--- config.mk ---
export PLATFORM = sky130hd
export DESIGN_NAME = tcni_ejector
export DESIGN_NICKNAME = d
export VERILOG_FILES = /design/src/rtl/tcni_pkg.sv /design/src/rtl/tcni_flit_packer.sv /design/src/rtl/tcni_ejector.sv
export SDC_FILE = /design/constraint.sdc
export NUM_CORES = 1
export LEC_CHECK = 0
export BUFFER_PORTS_ARGS = -buffer_cell sky130_fd_sc_hd__buf_2
export CORE_MARGIN = 10
export CORE_UTILIZATION = 35
export CTS_CLUSTER_DIAMETER = 50
export CTS_CLUSTER_SIZE = 12
export DETAILED_ROUTE_END_ITERATION = 8
export PLACE_DENSITY = 0.55
export SLEW_MARGIN = 5
export SYNTH_ARGS = -nofsm -noshare
export SYNTH_HDL_FRONTEND = slang
export SYNTH_SLANG_ARGS = --single-unit
--- constraint.sdc ---
create_clock -name clock_in -period 10.06 [get_ports clock_in]
set_clock_uncertainty 0.15 [all_clocks]
set_input_delay 1.006 -clock clock_in [delete_from_list [all_inputs] [get_ports clock_in]]
set_output_delay 1.006 -clock clock_in [all_outputs]
set_load 0.01 [all_outputs]
--- src/rtl/tcni_pkg.sv ---
// Shared types and constants for the TCNI receive path (ejector, packer, bus interface).
package tcni_pkg;

    localparam int FLIT_W    = 16;
    localparam int MEMWORD_W = 32;

    typedef logic [FLIT_W-1:0]    flit_t;
    typedef logic [MEMWORD_W-1:0] memword_t;
    typedef logic [MEMWORD_W-1:0] memoffset_t;

    typedef enum logic [1:0] {
        IDLE,
        SIZE,
        PAYLOAD,
        DONE
    } ej_state_e;

    localparam int ST_BUSY = 0;
    localparam int ST_DONE = 1;
    localparam int ST_OVF  = 2;

    localparam logic [3:0] WB_NONE = 4'b0000;
    localparam logic [3:0] WB_FULL = 4'b1111;
    localparam logic [3:0] WB_LOW  = 4'b0011;

endpackage

--- src/rtl/tcni_flit_packer.sv ---
// Pairs accepted flits into memory words; emits one registered write (index, data, enables) per word.
module tcni_flit_packer
    import tcni_pkg::*;
#(
    parameter int FLIT_WIDTH = FLIT_W
) (
    input  logic                    clk_i,
    input  logic                    rst_i,
    input  logic                    clear_i,
    input  logic                    load_i,
    input  logic                    push_full_i,
    input  logic                    push_half_i,
    input  logic [FLIT_WIDTH-1:0]   flit_i,
    output logic [29:0]             word_idx_o,
    output logic [2*FLIT_WIDTH-1:0] data_o,
    output logic [3:0]              be_o
);

    logic [FLIT_WIDTH-1:0]   low_q, low_d;
    logic [29:0]             next_idx_q, next_idx_d;
    logic [29:0]             word_idx_q, word_idx_d;
    logic [2*FLIT_WIDTH-1:0] data_q, data_d;
    logic [3:0]              be_q, be_d;

    // NOTE: every always_comb target gets a default first so no latch is inferred.
    always_comb begin
        low_d      = low_q;
        next_idx_d = next_idx_q;
        word_idx_d = word_idx_q;
        data_d     = data_q;
        be_d       = WB_NONE;

        if (clear_i) next_idx_d = '0;
        if (load_i)  low_d      = flit_i;

        if (push_full_i) begin
            data_d     = {flit_i, low_q};
            be_d       = WB_FULL;
            word_idx_d = next_idx_q;
            next_idx_d = next_idx_q + 30'd1;
        end else if (push_half_i) begin
            data_d     = {{FLIT_WIDTH{1'b0}}, flit_i};
            be_d       = WB_LOW;
            word_idx_d = next_idx_q;
            next_idx_d = next_idx_q + 30'd1;
        end
    end

    // NOTE: registers update with <= so every register samples pre-edge values.
    always_ff @(posedge clk_i) begin
        if (rst_i) begin
            low_q      <= '0;
            next_idx_q <= '0;
            word_idx_q <= '0;
            data_q     <= '0;
            be_q       <= WB_NONE;
        end else begin
            low_q      <= low_d;
            next_idx_q <= next_idx_d;
            word_idx_q <= word_idx_d;
            data_q     <= data_d;
            be_q       <= be_d;
        end
    end

    assign word_idx_o = word_idx_q;
    assign data_o     = data_q;
    assign be_o       = be_q;

endmodule

--- src/rtl/tcni_ejector.sv ---
// Receives Hermes packets from the router local port and writes them to the MMIO-programmed buffer,
// timestamping header and last flit; holds credit low until software acknowledges the packet.
module tcni_ejector
    import tcni_pkg::*;
#(
    parameter int FLIT_WIDTH = FLIT_W,
    parameter int MAX_FLITS  = 64
) (
    input  logic                  clock_in,
    input  logic                  reset_in,
    input  logic [FLIT_WIDTH-1:0] flit_in,
    input  logic                  rx_in,
    output logic                  credit_out,
    output memword_t              data_out,
    output memword_t              addr_out,
    output logic [3:0]            wb_out,
    input  memoffset_t            data_location_in,
    input  memword_t              time_in,
    input  logic                  ack_in,
    output memword_t              arrival_time_out,
    output memword_t              latency_out,
    output logic [2:0]            status
);

    localparam logic [31:0] MAX_CNT  = 32'(MAX_FLITS);
    localparam logic [31:0] MAX_LAST = 32'(MAX_FLITS - 1);

    ej_state_e             state_q, state_d;
    logic                  credit_q, credit_d;
    logic [FLIT_WIDTH-1:0] size_q, size_d;
    logic [31:0]           pay_idx_q, pay_idx_d;
    memoffset_t            base_q, base_d;
    memword_t              arr_q, arr_d;
    memword_t              lat_q, lat_d;
    logic                  ovf_q, ovf_d;

    logic        accept, hdr_acc, size_acc, pay_acc, last_acc;
    logic        in_range, is_last, even_idx;
    logic [29:0] word_idx;

    assign accept   = rx_in && credit_q;
    assign in_range = pay_idx_q < MAX_CNT;
    assign is_last  = pay_idx_q == (32'(size_q) - 32'd1);
    assign even_idx = !pay_idx_q[0];

    always_comb begin
        state_d   = state_q;
        size_d    = size_q;
        pay_idx_d = pay_idx_q;
        base_d    = base_q;
        arr_d     = arr_q;
        lat_d     = lat_q;
        ovf_d     = ovf_q;
        hdr_acc   = 1'b0;
        size_acc  = 1'b0;
        pay_acc   = 1'b0;
        last_acc  = 1'b0;

        unique case (state_q)
            IDLE: if (accept) begin
                hdr_acc = 1'b1;
                base_d  = data_location_in;
                arr_d   = time_in;
                state_d = SIZE;
            end
            SIZE: if (accept) begin
                size_acc  = 1'b1;
                size_d    = flit_in;
                pay_idx_d = '0;
                if (flit_in == '0) begin
                    last_acc = 1'b1;
                    state_d  = DONE;
                end else begin
                    state_d = PAYLOAD;
                end
            end
            PAYLOAD: if (accept) begin
                pay_acc   = 1'b1;
                pay_idx_d = pay_idx_q + 32'd1;
                if (!in_range) ovf_d = 1'b1;
                if (is_last) begin
                    last_acc = 1'b1;
                    state_d  = DONE;
                end
            end
            DONE: if (ack_in) begin
                ovf_d   = 1'b0;
                state_d = IDLE;
            end
            default: state_d = IDLE;
        endcase

        if (last_acc) lat_d = time_in - arr_q;
        // Credit is registered from the next state so no flit can land in the completing cycle.
        credit_d = (state_d != DONE);
    end

    always_ff @(posedge clock_in) begin
        if (reset_in) begin
            state_q   <= IDLE;
            credit_q  <= 1'b1;
            size_q    <= '0;
            pay_idx_q <= '0;
            base_q    <= '0;
            arr_q     <= '0;
            lat_q     <= '0;
            ovf_q     <= 1'b0;
        end else begin
            state_q   <= state_d;
            credit_q  <= credit_d;
            size_q    <= size_d;
            pay_idx_q <= pay_idx_d;
            base_q    <= base_d;
            arr_q     <= arr_d;
            lat_q     <= lat_d;
            ovf_q     <= ovf_d;
        end
    end

    tcni_flit_packer #(
        .FLIT_WIDTH (FLIT_WIDTH)
    ) u_packer (
        .clk_i       (clock_in),
        .rst_i       (reset_in),
        .clear_i     (hdr_acc),
        .load_i      (hdr_acc || (pay_acc && in_range && even_idx)),
        .push_full_i (size_acc || (pay_acc && in_range && !even_idx)),
        .push_half_i (pay_acc && in_range && even_idx && (is_last || pay_idx_q == MAX_LAST)),
        .flit_i      (flit_in),
        .word_idx_o  (word_idx),
        .data_o      (data_out),
        .be_o        (wb_out)
    );

    assign addr_out         = base_q + {word_idx, 2'b00};
    assign credit_out       = credit_q;
    assign arrival_time_out = arr_q;
    assign latency_out      = lat_q;

    always_comb begin
        status          = '0;
        status[ST_BUSY] = (state_q == SIZE) || (state_q == PAYLOAD);
        status[ST_DONE] = (state_q == DONE);
        status[ST_OVF]  = ovf_q;
    end

endmodule

==> flow_metrics.tcl <==
set metrics [dict create \
    required_ns 8.90 \
    ys_seq_area_share_pct 37.56 \
    path_max_fanout 4 \
    gr-usage-all-layers_pct 16.59 \
    period_needed_ns 4.821 \
    worstSkewPairLatency_ns 0.55 \
    min_period_over_period_pct 47.92 \
    path_buf_inv 1 \
    cts_hold_buf 0 \
    crit_path_max_incr_delay_ns 0.42 \
    synth_area_leaders "dfxtp_1 38%, nand2_1 8.8%, a21oi_1 7.5%" \
    grt_overflow_total 0 \
    synth_area_per_cell_um2 7.840 \
    rsz0062_at_grt "false" \
    antenna_found_initial 1 \
    initial_core_util_pct 35.50 \
    worst_pin_slew_ns 1.020 \
    use_met1_pct 21.12 \
    busiest_layer "met2" \
    finalInstanceArea_mm2 0.01654 \
    grtUsageMet3_pct 5.925 \
    final_common_cell "nand2_1" \
    layout_common_cells "322 x nand2_1, 258 x dfxtp_1, 218 x buf_2, 205 x a21oi_1, 167 x nor2_1" \
    crit_arrival_ns 3.66 \
    cts_tree "built" \
    setup_viol 0 \
    routabilityCongestion 0.8471 \
    nNetsFinal 2088 \
    use_met2_pct 26.11 \
    path_cells "ha_1, or3_1, or3_1, o211ai_1, o41ai_1, nor2_1, o21ai_0, o41ai_1, o21ai_0, xnor2_1, buf_2" \
    slew_viol_final 0 \
    synth_edf_count 0 \
    die_w_um 218.2 \
    cp-startpoint "base_q[7]" \
    htreeDepth 2 \
    core_mm2 0.03874 \
    critPathLaunchType "flop" \
    syn_inst 1754 \
    clock_sinks 258 \
    io_buffer_count 219 \
    io_pins 220 \
    cts_setup_buffers 0 \
    yosysTopAreaCellShare_pct 37.56 \
    synth-seq-cells 258 \
    area_growth_pct 20.30 \
    cap_violations 0 \
    hold_path_class "flop to flop" \
    grt_pass1_wl_um 65080 \
    dieArea_mm2 0.04762 \
    antenna_cells 0 \
    fin_tns_setup_ns 0 \
    grt_max_degree 93 \
    clk_pin_slew_ns 0.06 \
    max_freq_mhz 207.4 \
    root_buffer "clkbuf_16" \
    ir_drop_mv 0.1366 \
    p_leak_nw 6.885 \
    die_h_um 218.2 \
    critPathTopFamily "compound AO/OA/AOI/OAI gates" \
    layout-drive-gt1-share_pct 16.52 \
    hpwlAfterDp_um 29120 \
    synth_nets 1908 \
    endpoint_kind "output port" \
    rows 72 \
    cp_slowest_cell "o41ai_1" \
    synth_top_area_cell "dfxtp_1" \
    via_per_inst 5.133 \
    hold_viol 0 \
    routed_wl_um 41000 \
    reg2reg_from "size_q[8]" \
    async_flop_share_pct 0 \
    wl_per_cell_um 16.54 \
    ctsResizeCount 0 \
    dr.pass1.iters 6 \
    yosys_most_used_dff "dfxtp_1" \
    syn_area_mm2 0.01375 \
    grt_pass1_vias 12249 \
    worstHoldStart "u_packer.low_q[12]" \
    power_density_mw_per_mm2 175.1 \
    cts_made_buffers 40 \
    vias 12724 \
    outcome "finished, final reports clean" \
    drt_iter0_markers 771 \
    clk_path_buf_depth 3 \
    drcViolationCount 0 \
    yosysUniqueCellTypes 73 \
    relSlewSlack_pct 32.02 \
    criticalPathCategory "flop to output port" \
    ys.warnings.count 0 \
    antenna_left 0 \
    place_area_mm2 0.01523 \
]
-- cell type report --
class | instances | area [um2]
Clock buffer | 47 | 1079
Clock inverter | 22 | 231.5
Fill cell | 3968 | 22190
Inverter | 65 | 244.0
Multi-Input combinational cell | 1338 | 7984
Sequential cell | 258 | 5165
Tap cell | 518 | 648.1
Timing Repair Buffer | 231 | 1192
-- path summary, 6_finish.rpt --
| kind | to | slack, ns | cells past startpoint |
|---|---|---|---|
| hold reg to reg | u_packer.low_q[12] | 0.30 | 2 |
| setup / recovery | addr_out[31] | 5.24 | 11 |
| setup reg to reg | u_packer.next_idx_q[16] | 5.36 | 10 |
| hold / removal | u_packer.low_q[12] | 0.30 | 2 |
-- logic make-up after synthesis --
kind of cell             count (synthesis)  synth area share (%)
XOR/XNOR                               100                 6.369
flip-flops                             258                 37.56
adder cells (fa/ha/maj)                 70                 6.478
AND/OR/NAND/NOR                        712                 23.33
AO/OA/AOI/OAI                          427                 19.51
multiplexers                            29                 2.120
buffers and inverters                  158                 4.640
-- worst min-delay path, cell delays in order, from the launching register on --
cell and delay [ns]:
dfxtp_1 0.31, nand2_1 0.05, a21oi_1 0.05
-- stage by stage --
step                util (%)  cells  power, W  hold WS [ns]  setup slack [ns]
floorplan                  -   1754  0.001413        0.2815             6.337
global placement       39.32   2410  0.001548        0.2871             5.407
detailed placement     39.32   2410  0.001553        0.2943             5.339
CTS                    42.71   2479  0.002938        0.3026             5.199
global route           42.71   2479  0.003035        0.3300             4.969
finish                 42.71   2479  0.002897        0.2999             5.239
-- flip-flops by register name, summed over array words and instances, names as in the netlist --
signal               cells
size_q                  16
base_q                  32
pay_idx_q               32
credit_out               1
ovf_q                    1
u_packer.low_q          16
u_packer.be_o            2
u_packer.data_o         32
latency_out             32
u_packer.word_idx_o     30
arrival_time_out        32
u_packer.next_idx_q     30
state_q                  2
-- cells in the mapped netlist (5+ instances only) --
library cell / number
a211oi_1: 22
a21o_1: 29
a21oi_1: 205
a22o_1: 11
a22oi_1: 20
a31oi_1: 5
and2_1: 6
and3_1: 20
and4_1: 5
buf_1: 7
buf_2: 9
buf_4: 5
clkbuf_1: 70
dfxtp_1: 258
ha_1: 68
inv_1: 65
mux2i_1: 28
nand2_1: 323
nand2b_1: 10
nand3_1: 40
nand4_1: 20
nor2_1: 167
nor2b_1: 19
nor3_1: 31
nor3b_1: 5
nor4_1: 25
o2111ai_1: 5
o211ai_1: 7
o21a_1: 16
o21ai_0: 32
o21bai_1: 6
o31a_1: 5
o31ai_1: 19
or2_2: 11
or3_1: 11
or4_1: 7
xnor2_1: 59
xor2_1: 41
-- report_power, final --
part	leakage [nW]	switching (W)	internal, W
logic	4.16	0.000273	0.000168
registers	2.09	0.0000274	0.00106
clock network	0.632	0.000535	0.000832
-- layer usage --
metal | routed length (um) | vias up
met1 | 18940 | 5883
met5 | 20 | -
li1 | - | 6483
met4 | 685 | 2
met3 | 3200 | 52
met2 | 18150 | 304
Power figures use the tool's default switching activity.
